**src/rtl/seven_seg_scan_ctrl.sv**
```systemverilog
// seven_seg_scan_ctrl
// Time-multiplexed scan controller for a common-anode multi-digit 7-segment
// display. Each digit owns one scan slot of REFRESH_DIV cycles. The first
// BLANK_CYCLES of a slot keep every anode off to suppress ghosting, and the
// rest of the slot shows the digit. Display data is double-buffered: a load
// goes into staging and is applied only at the frame boundary, so a frame
// never shows a partial update.
//
// Ports
//   clk        in   system clock, rising edge
//   reset      in   asynchronous, active-high reset
//   value      in   hex nibbles, nibble i drives digit i (0 = rightmost)
//   digit_en   in   per-digit enable, 0 = digit dark
//   lz_blank   in   leading-zero suppression, sampled live
//   load       in   1-cycle request to capture value/digit_en into staging
//   load_ack   out  1-cycle pulse when staging reaches the display register
//   code       out  decoder input, 5'h10 = all segments off
//   anodes     out  active-low digit selects, at most one low
//   frame_done out  1-cycle pulse after the last slot of every frame
//
// FSM states (one pass per slot)
//   state    | meaning
//   ST_BLANK | cnt < BLANK_CYCLES, all anodes off
//   ST_SHOW  | remainder of slot, digit idx shown unless dark
module seven_seg_scan_ctrl #(
  parameter int NUM_DIGITS   = 8,
  parameter int REFRESH_DIV  = 100000,
  parameter int BLANK_CYCLES = 1000
) (
  input  logic                    clk,
  input  logic                    reset,
  input  logic [4*NUM_DIGITS-1:0] value,
  input  logic [NUM_DIGITS-1:0]   digit_en,
  input  logic                    lz_blank,
  input  logic                    load,
  output logic                    load_ack,
  output logic [4:0]              code,
  output logic [NUM_DIGITS-1:0]   anodes,
  output logic                    frame_done
);

  localparam int CNT_W = (REFRESH_DIV > 1) ? $clog2(REFRESH_DIV) : 1;
  localparam int IDX_W = (NUM_DIGITS > 1) ? $clog2(NUM_DIGITS) : 1;
  localparam logic [CNT_W-1:0] CNT_LAST = CNT_W'(REFRESH_DIV - 1);
  localparam logic [IDX_W-1:0] IDX_LAST = IDX_W'(NUM_DIGITS - 1);
  localparam logic [4:0] CODE_BLANK = 5'h10;

  typedef enum logic {ST_BLANK, ST_SHOW} state_t;
  // With no blank interval the slot starts directly in SHOW.
  localparam state_t ST_INIT = (BLANK_CYCLES > 0) ? ST_BLANK : ST_SHOW;

  logic [CNT_W-1:0] cnt, cnt_next;
  logic [IDX_W-1:0] idx;
  logic             cnt_wrap, frame_end, blank_next;
  state_t           state, state_next;

  logic [4*NUM_DIGITS-1:0] staging_value, disp_value;
  logic [NUM_DIGITS-1:0]   staging_en, disp_en;
  logic                    pending;

  logic [NUM_DIGITS-1:0] zero_from;
  logic                  zero_run;
  logic [3:0]            nibble;
  logic                  digit_dark;
  logic [NUM_DIGITS-1:0] anodes_next;
  logic [4:0]            code_next;

  // Slot / digit position
  assign cnt_wrap  = (cnt == CNT_LAST);
  assign frame_end = cnt_wrap && (idx == IDX_LAST);
  assign cnt_next  = cnt_wrap ? '0 : cnt + CNT_W'(1);

  always_ff @(posedge clk or posedge reset) begin
    if (reset) begin
      cnt <= '0;
      idx <= '0;
    end else begin
      cnt <= cnt_next;
      if (cnt_wrap) idx <= (idx == IDX_LAST) ? '0 : idx + IDX_W'(1);
    end
  end

  // The FSM state tracks the phase of the current cnt, so its next value is
  // derived from cnt_next. A zero-length blank interval needs no compare.
  generate
    if (BLANK_CYCLES == 0) begin : g_no_blank
      assign blank_next = 1'b0;
    end else begin : g_blank
      assign blank_next = (cnt_next < CNT_W'(BLANK_CYCLES));
    end
  endgenerate

  // FSM: state register
  always_ff @(posedge clk or posedge reset) begin
    if (reset) state <= ST_INIT;
    else       state <= state_next;
  end

  // FSM: next state
  always_comb begin
    state_next = blank_next ? ST_BLANK : ST_SHOW;
  end

  // Leading-zero run: zero_from[i] is set when nibbles NUM_DIGITS-1..i are 0.
  always_comb begin
    zero_from = '0;
    zero_run  = 1'b1;
    for (int i = NUM_DIGITS - 1; i >= 0; i--) begin
      zero_run     = zero_run && (disp_value[4*i +: 4] == 4'h0);
      zero_from[i] = zero_run;
    end
  end

  assign nibble     = 4'(disp_value >> {idx, 2'b00});
  assign digit_dark = !disp_en[idx] ||
                      (lz_blank && (idx != '0) && zero_from[idx]);

  // FSM: outputs (registered below, so they trail (idx, cnt) by one cycle)
  always_comb begin
    anodes_next = '1;
    code_next   = CODE_BLANK;
    unique case (state)
      ST_BLANK: begin
        anodes_next = '1;
        code_next   = CODE_BLANK;
      end
      ST_SHOW: begin
        if (!digit_dark) begin
          anodes_next = ~(NUM_DIGITS'(1) << idx);
          code_next   = {1'b0, nibble};
        end
      end
      default: begin
        anodes_next = '1;
        code_next   = CODE_BLANK;
      end
    endcase
  end

  always_ff @(posedge clk or posedge reset) begin
    if (reset) begin
      anodes <= '1;
      code   <= CODE_BLANK;
    end else begin
      anodes <= anodes_next;
      code   <= code_next;
    end
  end

  // Double buffer. A load in the boundary cycle lands in staging after the
  // transfer has used the old staging, and keeps pending set for next frame.
  always_ff @(posedge clk or posedge reset) begin
    if (reset) begin
      staging_value <= '0;
      staging_en    <= '0;
      pending       <= 1'b0;
      disp_value    <= '0;
      disp_en       <= '1;
      load_ack      <= 1'b0;
      frame_done    <= 1'b0;
    end else begin
      load_ack   <= frame_end && pending;
      frame_done <= frame_end;
      if (frame_end && pending) begin
        disp_value <= staging_value;
        disp_en    <= staging_en;
        pending    <= 1'b0;
      end
      if (load) begin
        staging_value <= value;
        staging_en    <= digit_en;
        pending       <= 1'b1;
      end
    end
  end

endmodule

```
**config.mk**
```make
export PLATFORM = sky130hd
export DESIGN_NAME = seven_seg_scan_ctrl
export DESIGN_NICKNAME = d
export VERILOG_FILES = /design/src/rtl/seven_seg_scan_ctrl.sv
export SDC_FILE = /design/constraint.sdc
export NUM_CORES = 1
export LEC_CHECK = 0
export ABC_AREA = 1
export ABC_CLOCK_PERIOD_IN_PS = 3950
export CAP_MARGIN = 15
export CORE_MARGIN = 2
export CORE_UTILIZATION = 51
export DETAILED_ROUTE_END_ITERATION = 16
export PLACE_DENSITY = 0.76
export SYNTH_ARGS = -nofsm -noshare
export SYNTH_HDL_FRONTEND = slang
export SYNTH_SLANG_ARGS = --single-unit
export TNS_END_PERCENT = 10
```
**constraint.sdc**
```tcl
create_clock -name clk -period 3.95 [get_ports clk]
set_clock_uncertainty 0.1 [all_clocks]
set_input_delay 0.79 -clock clk [delete_from_list [all_inputs] [get_ports clk]]
set_output_delay 0.79 -clock clk [all_outputs]
set_load 0.005 [all_outputs]
```
==> impl_results.md, run 1 <==
- # Post-CTS Setup Buffers: 0
- Mapped cell area: 5645 um2
- Wire length per cell: 13.04 um
- Critical Path Start: idx[1]$_DFFE_PP0N_
- Largest net degree at the start of global routing: 82
- Final setup fails: 0
- PD cells: 424.9 nW/um2
- Most frequent cells in the layout: nand2_1 (120), dfrtp_1 (100), inv_1 (83)
- Drt pass-1 iters: 5
- # diodes: 0
- Hold buffer count at CTS: 0
- Hold Crit Class: flop to flop
- Syn. warnings: 0
- Initial antenna violation count: 0
- Avg Cell Area, Syn: 8.904 um2
- Worst r2r src: idx[1]$_DFFE_PP0N_
- Hold Vio Cnt, Final: 0
- Final worst-path cycle share: 65.66%
- DRT iter0 DRCs: 312
- Critical path type: flop to flop
- Slew headroom: 46.30%
- Die Span Y: 109.2 um
- Die ar.: 11930 um2
- Number of max-cap violations: 0
- Crit path buf inv count: 2
- Initial Util: 52.08%
- CTS clk-pin slew, worst paths: 0.06 ns
- Maximum fanout along the worst path: 52
- Ys async rst share: 100.0%
- Comb pwr share: 4.7%
- Vias in the first global route: 4092
- P_sw: 654.5 uW
- CTS Buffer Depth: 2
- CP most frequent cell: ha_1
- Post-synthesis register bit count: 117
- DRC: 0
- Vias/cell: 4.954
- Status: finished, final reports clean
- Max VDD drop: 0.0002657 V
- LEAKAGE: 0.003227 uW
- Routed WL: 11030 um
- Worst-path cell chain: ha_1, ha_1, inv_1, nor2_8, nand2_4, buf_4, nand2_2, o21ai_2
- Fin nets: 744
- Hold path startpoint: disp_en[0]$_DFFE_PP1P_
- Number of synthesized flops with an enable pin: 0
- Min Tclk post-route: 2.594 ns
- Delay-heaviest family, CP: simple AND/OR/NAND/NOR gates
- Part of the power in registers: 42.5%
- Antenna viol nets, final: 0
- Most common flop cell mapped by yosys: dfrtp_1
- CP max stage cell: nand2_4
- Worst EP required: 4.30 ns
- Slowest Stage Delay on Critical Path: 0.57 ns
- Fin. max-slew vios: 0
- Distinct cell type count after synthesis: 32
- Clock Sinks: 117
- Fill cells: 903
- Die width: 109.2 um
- Tot GR Track Use: 20.60%
- Setup TNS: 0 ns
- Placed instance count: 813
- Most common cell after layout, fill and taps aside: nand2_1
- P_int: 2277 uW
- Post-synthesis sequential area ratio: 52.24%
- GRT Residual Overflow: 0
- RePlAce Congestion: 0.9082
- H-tree depth: 4
- Core Footprint: 10840 um2
- Fin cells: 846
- Syn nets: 685
- Post-cts sizing count: 0
- Net Sw Frac: 22.33%
- Fraction of layout cells with a size suffix above 1: 22.80%
- Syn Inst Count: 634
- Setup crit end kind: flop
- Io pins: 59
- CTS tree: done
- Vias: 4191
- Fmax: 385.6 MHz
- Worst setup SP type: flop
- CTS root buffer: clkbuf_8
- Number of port buffers: 58
- Data arrival time of the critical path: 2.95 ns
- P&R area growth vs syn: 22.21%
- RSZ-0062 raised after global routing: no
- Total CTS buffers: 17
- Worst slew pin tran: 0.8055 ns
- Insertion delay to the later sink of the worst-skew pair: 0.53 ns
- Clock power frac: 52.8%
- First-pass GRT wire length: 18930 um
- Site Rows: 38
- DP Wirelength: 7665 um
## tightest hold or removal path, cell delays in order (launching register included)
cell	delay, ns
dfstp_2	0.37
nand2_2	0.06
o21ai_2	0.04
## power groups by stage
stage	registers (uW)	clock network (uW)	logic, uW
3_3_place_gp	1260	0	135
3_5_place_dp	1270	0	139
2_1_floorplan	1260	0	72.8
4_1_cts	1250	1560	140
6_report	1250	1550	138
5_1_grt	1250	1630	158
## area by class of cell
cell class / count / area, um2 / area share (%)
Tap cell: 140 / 175.2 / 2.539
Clock buffer: 18 / 427.9 / 6.202
Inverter: 89 / 339.1 / 4.915
Clock inverter: 14 / 175.2 / 2.539
Multi-Input combinational cell: 404 / 2187 / 31.70
Timing Repair Buffer: 64 / 645.6 / 9.358
Sequential cell: 117 / 2949 / 42.75
## sequential cells by signal, summed over array words and instances, names as in the netlist, 3 cells and up
signal	flops
anodes	8
cnt	17
code	5
disp_en	8
disp_value	32
idx	3
staging_en	8
staging_value	32
## stage by stage
| step | instance area (um2) | total power (uW) | utilization [%] | hold WS [ns] | setup slack (ns) |
|---|---|---|---|---|---|
| final | 6899 | 2931 | 63.64 | 0.3737 | 1.356 |
| after floorplan | 5649 | 1337 | - | 0.3541 | 1.646 |
| after CTS | 6879 | 2950 | 63.46 | 0.3747 | 1.370 |
| after detailed placement | 6276 | 1406 | 57.89 | 0.3650 | 1.396 |
| after global placement | 6276 | 1400 | 57.89 | 0.3648 | 1.482 |
| after global routing | 6899 | 3036 | 63.64 | 0.3903 | 1.211 |
## synthesized netlist by cell type (all sizes together), types with 2 or more instances
library cell	n	area, um2
nand2	168	765.7
dfrtp	100	2502
o21ai	98	640.6
inv	87	326.6
nor2	65	287.8
nand3	31	170.2
dfstp	17	446.7
buf	15	140.1
a21oi	13	65.06
clkbuf	9	33.78
ha	7	87.58
nand4	7	43.79
o21bai	4	30.03
xor2	4	35.03
o211ai	3	22.52
clkinv	2	8.750
## cell families after synthesis
group	after synthesis	share of synthesized area, %
xor gates and xnor gates	4	0.6205
buffers and inverters	113	9.020
DFF	117	52.24
and+or+nand+nor	273	22.65
adders and majority gates	7	1.551
AOI/OAI and AO/OA	120	13.92
## worst paths after layout
path | end | slack, ns | depth (start not counted)
max | disp_value[6]$_DFFE_PP0P_ | 1.36 | 8
min | disp_en[0]$_DFFE_PP1P_ | 0.37 | 2
max reg2reg | disp_value[6]$_DFFE_PP0P_ | 1.36 | 8
min reg2reg | disp_en[0]$_DFFE_PP1P_ | 0.37 | 2
max in group asynchronous | disp_value[10]$_DFFE_PP0P_ | 2.44 | 3
min in group asynchronous | staging_en[0]$_DFFE_PP0P_ | 0.50 | 2
## metal layers
| metal | share of wire [%] | GRT usage, % | routed length (um) |
|---|---|---|---|
| met1 | 45 | 26.72 | 5012 |
| met2 | 48 | 32.08 | 5249 |
| met3 | 5.2 | 6.754 | 579 |
| met4 | 1.7 | 8.137 | 187 |
| met5 | 0 | 0 | 0 |
Power figures use the tool's default switching activity.
==> run 2, diff against run 1 <==
- ABC_CLOCK_PERIOD_IN_PS: 3950 -> 2100
- clock period: 3.95 -> 2.1 ns (I/O delays scaled with it)
==> run 2 against run 1 <==
  * Cell count up 0.71%
  * Clock power up 63%
  * First-iteration DRC count down 13%
  * Critical path depth down 7
  * Sequential share of layout area down 0.18 points
  * Worst hold slack worse by 0.17 ns
  * Flip-flop and latch count unchanged
  * Setup slack worse by 1.3 ns
==> impl_results.md, run 2 (synthesized netlist as in run 1, its figures left out) <==
- Total CTS buffers: 17 (unchanged)
- Part of the power in registers: 45.6% (+3.1 points)
- Worst-path cell chain: clkdlybuf4s50_1
- Largest net degree at the start of global routing: 82 (unchanged)
- Min Tclk post-route: 2.040 ns
- # diodes: 0 (unchanged)
- Initial antenna violation count: 0 (unchanged)
- Number of port buffers: 58 (unchanged)
- Slew headroom: 64.51% (+18 points)
- Tot GR Track Use: 21.14% (+0.54 points)
- Comb pwr share: 5.2% (+0.5 points)
- Drt pass-1 iters: 5 (unchanged)
- Top Usage Layer GRT: met2
- Final setup fails: 0 (unchanged)
- Io pins: 59 (unchanged)
- DRT iter0 DRCs: 270 (-13%)
- PD cells: 742.6 nW/um2 (+75%)
- Met3 Usage GRT: 6.216% (-0.54 points)
- Most common cell after layout, fill and taps aside: nand2_1
- Max VDD drop: 0.0005537 V (+110%)
- Die width: 109.2 um (unchanged)
- Critical Path Start: anodes[7]$_DFF_PP1_
- Met2 GRT Util: 34.29% (+2.2 points)
- CP max stage cell: dfstp_2
- Vias/cell: 4.952 (about the same)
- Insertion delay to the later sink of the worst-skew pair: 0.52 ns (about the same)
- Worst r2r src: cnt[0]$_DFF_PP0_
- Initial Util: 52.08% (unchanged)
- Final worst slack: 0.06034 ns (-1.296 ns)
- Vias: 4219 (+0.67%)
- Clock Sinks: 117 (unchanged)
- Hold Vio Cnt, Final: 0 (unchanged)
- Maximum fanout along the worst path: 1 (-98%)
- Fin nets: 750 (+0.81%)
- Worst slew pin tran: 0.5313 ns (-0.2743 ns)
- Post-cts sizing count: 0 (unchanged)
- Fraction of layout cells with a size suffix above 1: 23.46% (+0.65 points)
- P&R area growth vs syn: 22.72%
- First-pass GRT wire length: 19330 um (+2.2%)
- RSZ-0062 raised after global routing: no
- LEAKAGE: 0.003238 uW (+0.35%)
- Slowest Stage Delay on Critical Path: 0.51 ns (-0.06 ns)
- P_int: 3923 uW (+72%)
- Hold buffer count at CTS: 0 (unchanged)
- CTS tree: done
- Core Footprint: 10840 um2 (unchanged)
- Worst EP required: 1.58 ns (-2.72 ns)
- CTS root buffer: clkbuf_8
- Setup crit end kind: output port
- Reg2Reg Depth: 11 (+3)
- P_sw: 1222 uW (+87%)
- Site Rows: 38 (unchanged)
- Pre-CTS WS: 0.1928 ns (-1.203 ns)
- Routed WL: 11140 um (+0.99%)
- Antenna viol nets, final: 0 (unchanged)
- Net Sw Frac: 23.76% (+1.4 points)
- Fin. max-slew vios: 0 (unchanged)
- RePlAce Congestion: 0.9440 (+3.9%)
- Die Span Y: 109.2 um (unchanged)
- Status: finished, final reports clean
- Largest regs: disp_value: 32 flops, staging_value: 32 flops, cnt: 17 flops
- Delay-heaviest family, CP: flip-flops
- M1 GR Usage: 27.62% (+0.91 points)
- GRT Residual Overflow: 0 (unchanged)
- Fill cells: 892 (-1.2%)
- Critical path type: flop to output port
- H-tree depth: 4 (unchanged)
- Vias in the first global route: 4133 (+1.0%)
- Setup TNS: 0 ns (unchanged)
- Clock power frac: 49.2% (-3.6 points)
- Wire length per cell: 13.07 um (+0.28%)
- Reg2reg setup slack: 0.18 ns (-1.18 ns)
- Final worst-path cycle share: 97.13%
- Number of max-cap violations: 0 (unchanged)
- Critical path depth in cells: 1 (-7)
- CTS Buffer Depth: 2 (unchanged)
- # Post-CTS Setup Buffers: 0 (unchanged)
- Most frequent cells in the layout: nand2_1 (120), dfrtp_1 (100), inv_1 (83)
- DRC: 0 (unchanged)
- Die ar.: 11930 um2 (unchanged)
- DP Wirelength: 7933 um (+3.5%)
- Crit path buf inv count: 1 (-1)
- Total Power: 5145 uW (+76%)
- CTS clk-pin slew, worst paths: 0.06 ns (about the same)
- Data arrival time of the critical path: 1.52 ns (-1.43 ns)
- Fmax: 490.3 MHz
- Worst setup SP type: flop
- Hold Crit Class: input port to async pin
run 2: changes by cell type in the layout (fill, tap and decap cells not counted), sizes merged:
cell	change
buf	+6
clkinvlp	+2
bufinv	-3
inv	-3
clkinv	+4
run 2: path summary, 6_finish.rpt:
path                                                end
max                                           anodes[7]
min                                    cnt[5]$_DFF_PP0_
max reg2reg                  disp_value[13]$_DFFE_PP0P_
min reg2reg                      disp_en[1]$_DFFE_PP1P_
max in group asynchronous        disp_en[0]$_DFFE_PP1P_
min in group clk           staging_value[0]$_DFFE_PP0P_
run 2: power groups by stage:
stage	Combinational, uW	Sequential [uW]	Clock, uW
after detailed placement	275	2380	0
final	268	2340	2530
after global routing	308	2350	2700
after global placement	266	2380	0
after floorplan	137	2380	0
after CTS	277	2340	2580
run 2: layout make-up:
| cell class | count | area, um2 | area share [%] |
|---|---|---|---|
| inverter | 89 | 339.1 | 4.894 |
| multi-input combinational | 404 | 2187 | 31.57 |
| tap | 140 | 175.2 | 2.528 |
| clock inverter | 14 | 108.9 | 1.571 |
| timing repair buffer | 70 | 740.7 | 10.69 |
| sequential | 117 | 2949 | 42.57 |
| clock buffer | 18 | 427.9 | 6.177 |
run 2: routing by layer:
metal  part of all wire [%]  vias up
met4                   0.89        0
met2                     49       91
met5                      0        -
met1                     45     1999
met3                    4.4        8
li1                       -     2121
run 2: metrics by stage:
step | std cells | hold slack, ns | utilization, % | instance area [um2]
after floorplan | 634 | 0.3541 | - | 5649
after global placement | 820 | 0.3635 | 58.96 | 6391
after detailed placement | 820 | 0.3657 | 58.96 | 6391
after CTS | 852 | 0.1980 | 63.91 | 6928
after global routing | 852 | 0.2211 | 63.91 | 6928
final | 852 | 0.2045 | 63.91 | 6928
==> run 3, diff against run 2 <==
- CELL_PAD_IN_SITES_DETAIL_PLACEMENT: default -> 0
- CELL_PAD_IN_SITES_GLOBAL_PLACEMENT: default -> 1
- CORE_UTILIZATION: 51 -> 39
- PLACE_DENSITY: 0.76 -> default
- PLACE_DENSITY_LB_ADDON: default -> 0.1
==> run 3 against run 2 <==
  * Global-route usage fell by 4.8 points
  * Setup slack improved by 0.065 ns
  * Flip-flop and latch count did not move
  * Sequential share of layout area fell by 0.86 points
  * Critical path depth rose by 6
  * First-iteration DRC count fell by 17%
==> impl_results.md, run 3 (synthesized netlist as in run 1, its figures left out) <==
- Status: finished, final reports clean
- Largest net degree at the start of global routing: 73 (-11%)
- Number of port buffers: 58 (unchanged)
- Die Span Y: 124.3 um (+14%)
- Tot GR Track Use: 16.31% (-4.8 points)
- Fin. max-slew vios: 0 (unchanged)
- Final worst-path cycle share: 94.02% (-3.1 points)
- Hold Vio Cnt, Final: 0 (unchanged)
- Vias/cell: 4.621 (-6.7%)
- CTS tree: done
- # diodes: 0 (unchanged)
- Clock Sinks: 117 (unchanged)
- Initial Util: 40.36% (-12 points)
- Post-layout util: 50.55% (-13 points)
- Fin nets: 748 (-0.27%)
- P_int: 4599 uW (+17%)
- DRT iter0 DRCs: 223 (-17%)
- CTS Buffer Depth: 2 (unchanged)
- Fmax: 506.5 MHz (+3.3%)
- CTS clk-pin slew, worst paths: 0.05 ns (about the same)
- Hold Crit Class: input port to async pin
- Routed WL: 11720 um (+5.2%)
- Net Sw Frac: 20.84% (-2.9 points)
- CP max stage cell: dfrtp_1
- DP Wirelength: 8410 um (+6.0%)
- PD cells: 821.6 nW/um2 (+11%)
- First-pass GRT wire length: 20070 um (+3.8%)
- Vias in the first global route: 3982 (-3.7%)
- Maximum fanout along the worst path: 12 (+11)
- Most common cell after layout, fill and taps aside: nand2_1
- Final setup fails: 0 (unchanged)
- Worst slew pin tran: 0.4441 ns (-0.08718 ns)
- Delay-heaviest family, CP: simple AND/OR/NAND/NOR gates
- Antenna viol nets, final: 0 (unchanged)
- Register area: 2949 um2 (unchanged)
- Min Tclk post-route: 1.975 ns (-0.06515 ns)
- Die ar.: 15450 um2 (+30%)
- Crit path buf inv count: 2 (+1)
- Final worst slack: 0.1255 ns (+0.06515 ns)
- Core Footprint: 13990 um2 (+29%)
- Part of the power in registers: 40.3% (-5.3 points)
- GRT Residual Overflow: 0 (unchanged)
- Worst setup SP type: flop
- LEAKAGE: 0.003283 uW (+1.4%)
- P&R area growth vs syn: 25.24%
- Initial antenna violation count: 0 (unchanged)
- Data arrival time of the critical path: 2.17 ns (+0.65 ns)
- Insertion delay to the later sink of the worst-skew pair: 0.42 ns (-0.10 ns)
- Setup TNS: 0 ns (unchanged)
- Slowest Stage Delay on Critical Path: 0.53 ns (+0.02 ns)
- Most frequent cells in the layout: nand2_1 (120), dfrtp_1 (100), inv_1 (83)
- Slew headroom: 70.39% (+5.9 points)
- Fraction of layout cells with a size suffix above 1: 23.24% (-0.22 points)
- Setup crit end kind: flop
- Clock power frac: 55.2% (+6.0 points)
- Critical path type: flop to flop
- RePlAce Congestion: 0.8598 (-8.9%)
- Max VDD drop: 0.0004704 V (-15%)
- RSZ-0062 raised after global routing: no
- Vias: 4113 (-2.5%)
- Comb pwr share: 4.5% (-0.7 points)
- Area of the multi-input gates: 2187 um2 (unchanged)
- Io pins: 59 (unchanged)
- Die width: 124.3 um (+14%)
- CTS root buffer: clkbuf_16
- Fill cells: 1363 (+53%)
- Drt pass-1 iters: 4 (-1)
- Largest regs: disp_value: 32 flops, staging_value: 32 flops, cnt: 17 flops
- H-tree depth: 4 (unchanged)
- Site Rows: 43 (+13%)
- Number of max-cap violations: 0 (unchanged)
- Worst EP required: 2.29 ns (+0.71 ns)
- Wire length per cell: 13.16 um (+0.69%)
- DRC: 0 (unchanged)
- Total CTS buffers: 17 (unchanged)
- Worst-path cell chain: inv_2, nor2_1, and3_1, a211oi_4, buf_12, nand2_4, nor2_2
- P_sw: 1211 uW (-0.93%)
- Pre-CTS WS: 0.1265 ns (-0.06631 ns)
-- run 3: changes by cell type in the layout (fill, tap and decap cells not counted) --
cell | previous run | this run
clkbuf_16 | 16 | 17
buf_4 | 6 | 5
bufinv_16 | 0 | 5
clkinv_2 | 3 | 4
clkinvlp_4 | 6 | 5
buf_12 | 6 | 5
clkinv_4 | 7 | 1
-- run 3: routing by layer --
layer  vias up  track usage [%]  wire (um)
met3        10            3.823        359
met5         -                0          0
li1       2112                -          -
met1      1936            22.33       5749
met4         0            6.940        132
met2        55            24.88       5473
-- run 3: worst min-delay path: cells and delay by family --
kind / cells / cell delay (ns)
buffers and inverters: 3 / 0.80
-- run 3: path summary, 6_finish.rpt --
kind / startpoint / to / slack [ns] / depth (start not counted)
setup / recovery: idx[2]$_DFFE_PP0N_ / code[0]$_DFF_PP0_ / 0.13 / 7
hold / removal: reset / staging_en[6]$_DFFE_PP0P_ / 0.34 / 3
setup reg to reg: idx[2]$_DFFE_PP0N_ / code[0]$_DFF_PP0_ / 0.13 / 7
hold reg to reg: disp_en[7]$_DFFE_PP1P_ / disp_en[7]$_DFFE_PP1P_ / 0.38 / 2
max in group asynchronous: reset / code[4]$_DFF_PP1_ / 1.16 / 3
min in group clk: load / staging_value[3]$_DFFE_PP0P_ / 0.34 / 3
-- run 3: area by class of cell --
class | count | share of cell area (%)
Multi-Input combinational cell | 404 | 30.93
Inverter | 89 | 4.796
Tap cell | 180 | 3.185
Clock buffer | 19 | 6.406
Sequential cell | 117 | 41.71
Timing Repair Buffer | 68 | 10.09
Clock inverter | 13 | 2.884
-- run 3: power groups by stage --
stage | Clock (uW) | Combinational, uW | Sequential (uW)
global placement | 0 | 264 | 2380
finish | 3210 | 260 | 2340
floorplan | 0 | 137 | 2380
global route | 3390 | 301 | 2350
CTS | 3280 | 270 | 2340
detailed placement | 0 | 268 | 2380
-- run 3: per-stage QoR --
step / power, uW / hold WS, ns / instances / area [um2]
finish: 5809 / 0.3359 / 890 / 7071
global route: 6038 / 0.3575 / 890 / 7071
CTS: 5889 / 0.3206 / 889 / 7051
detailed placement: 2649 / 0.3686 / 857 / 6394
global placement: 2643 / 0.3658 / 857 / 6394
floorplan: 2514 / 0.3541 / 634 / 5649
-- run 3: repair_timing --
action,in CTS,in global routing
setup endpoints to repair,0,3
gates resized for setup,0,0
hold buffers,0,0
setup buffers,0,1
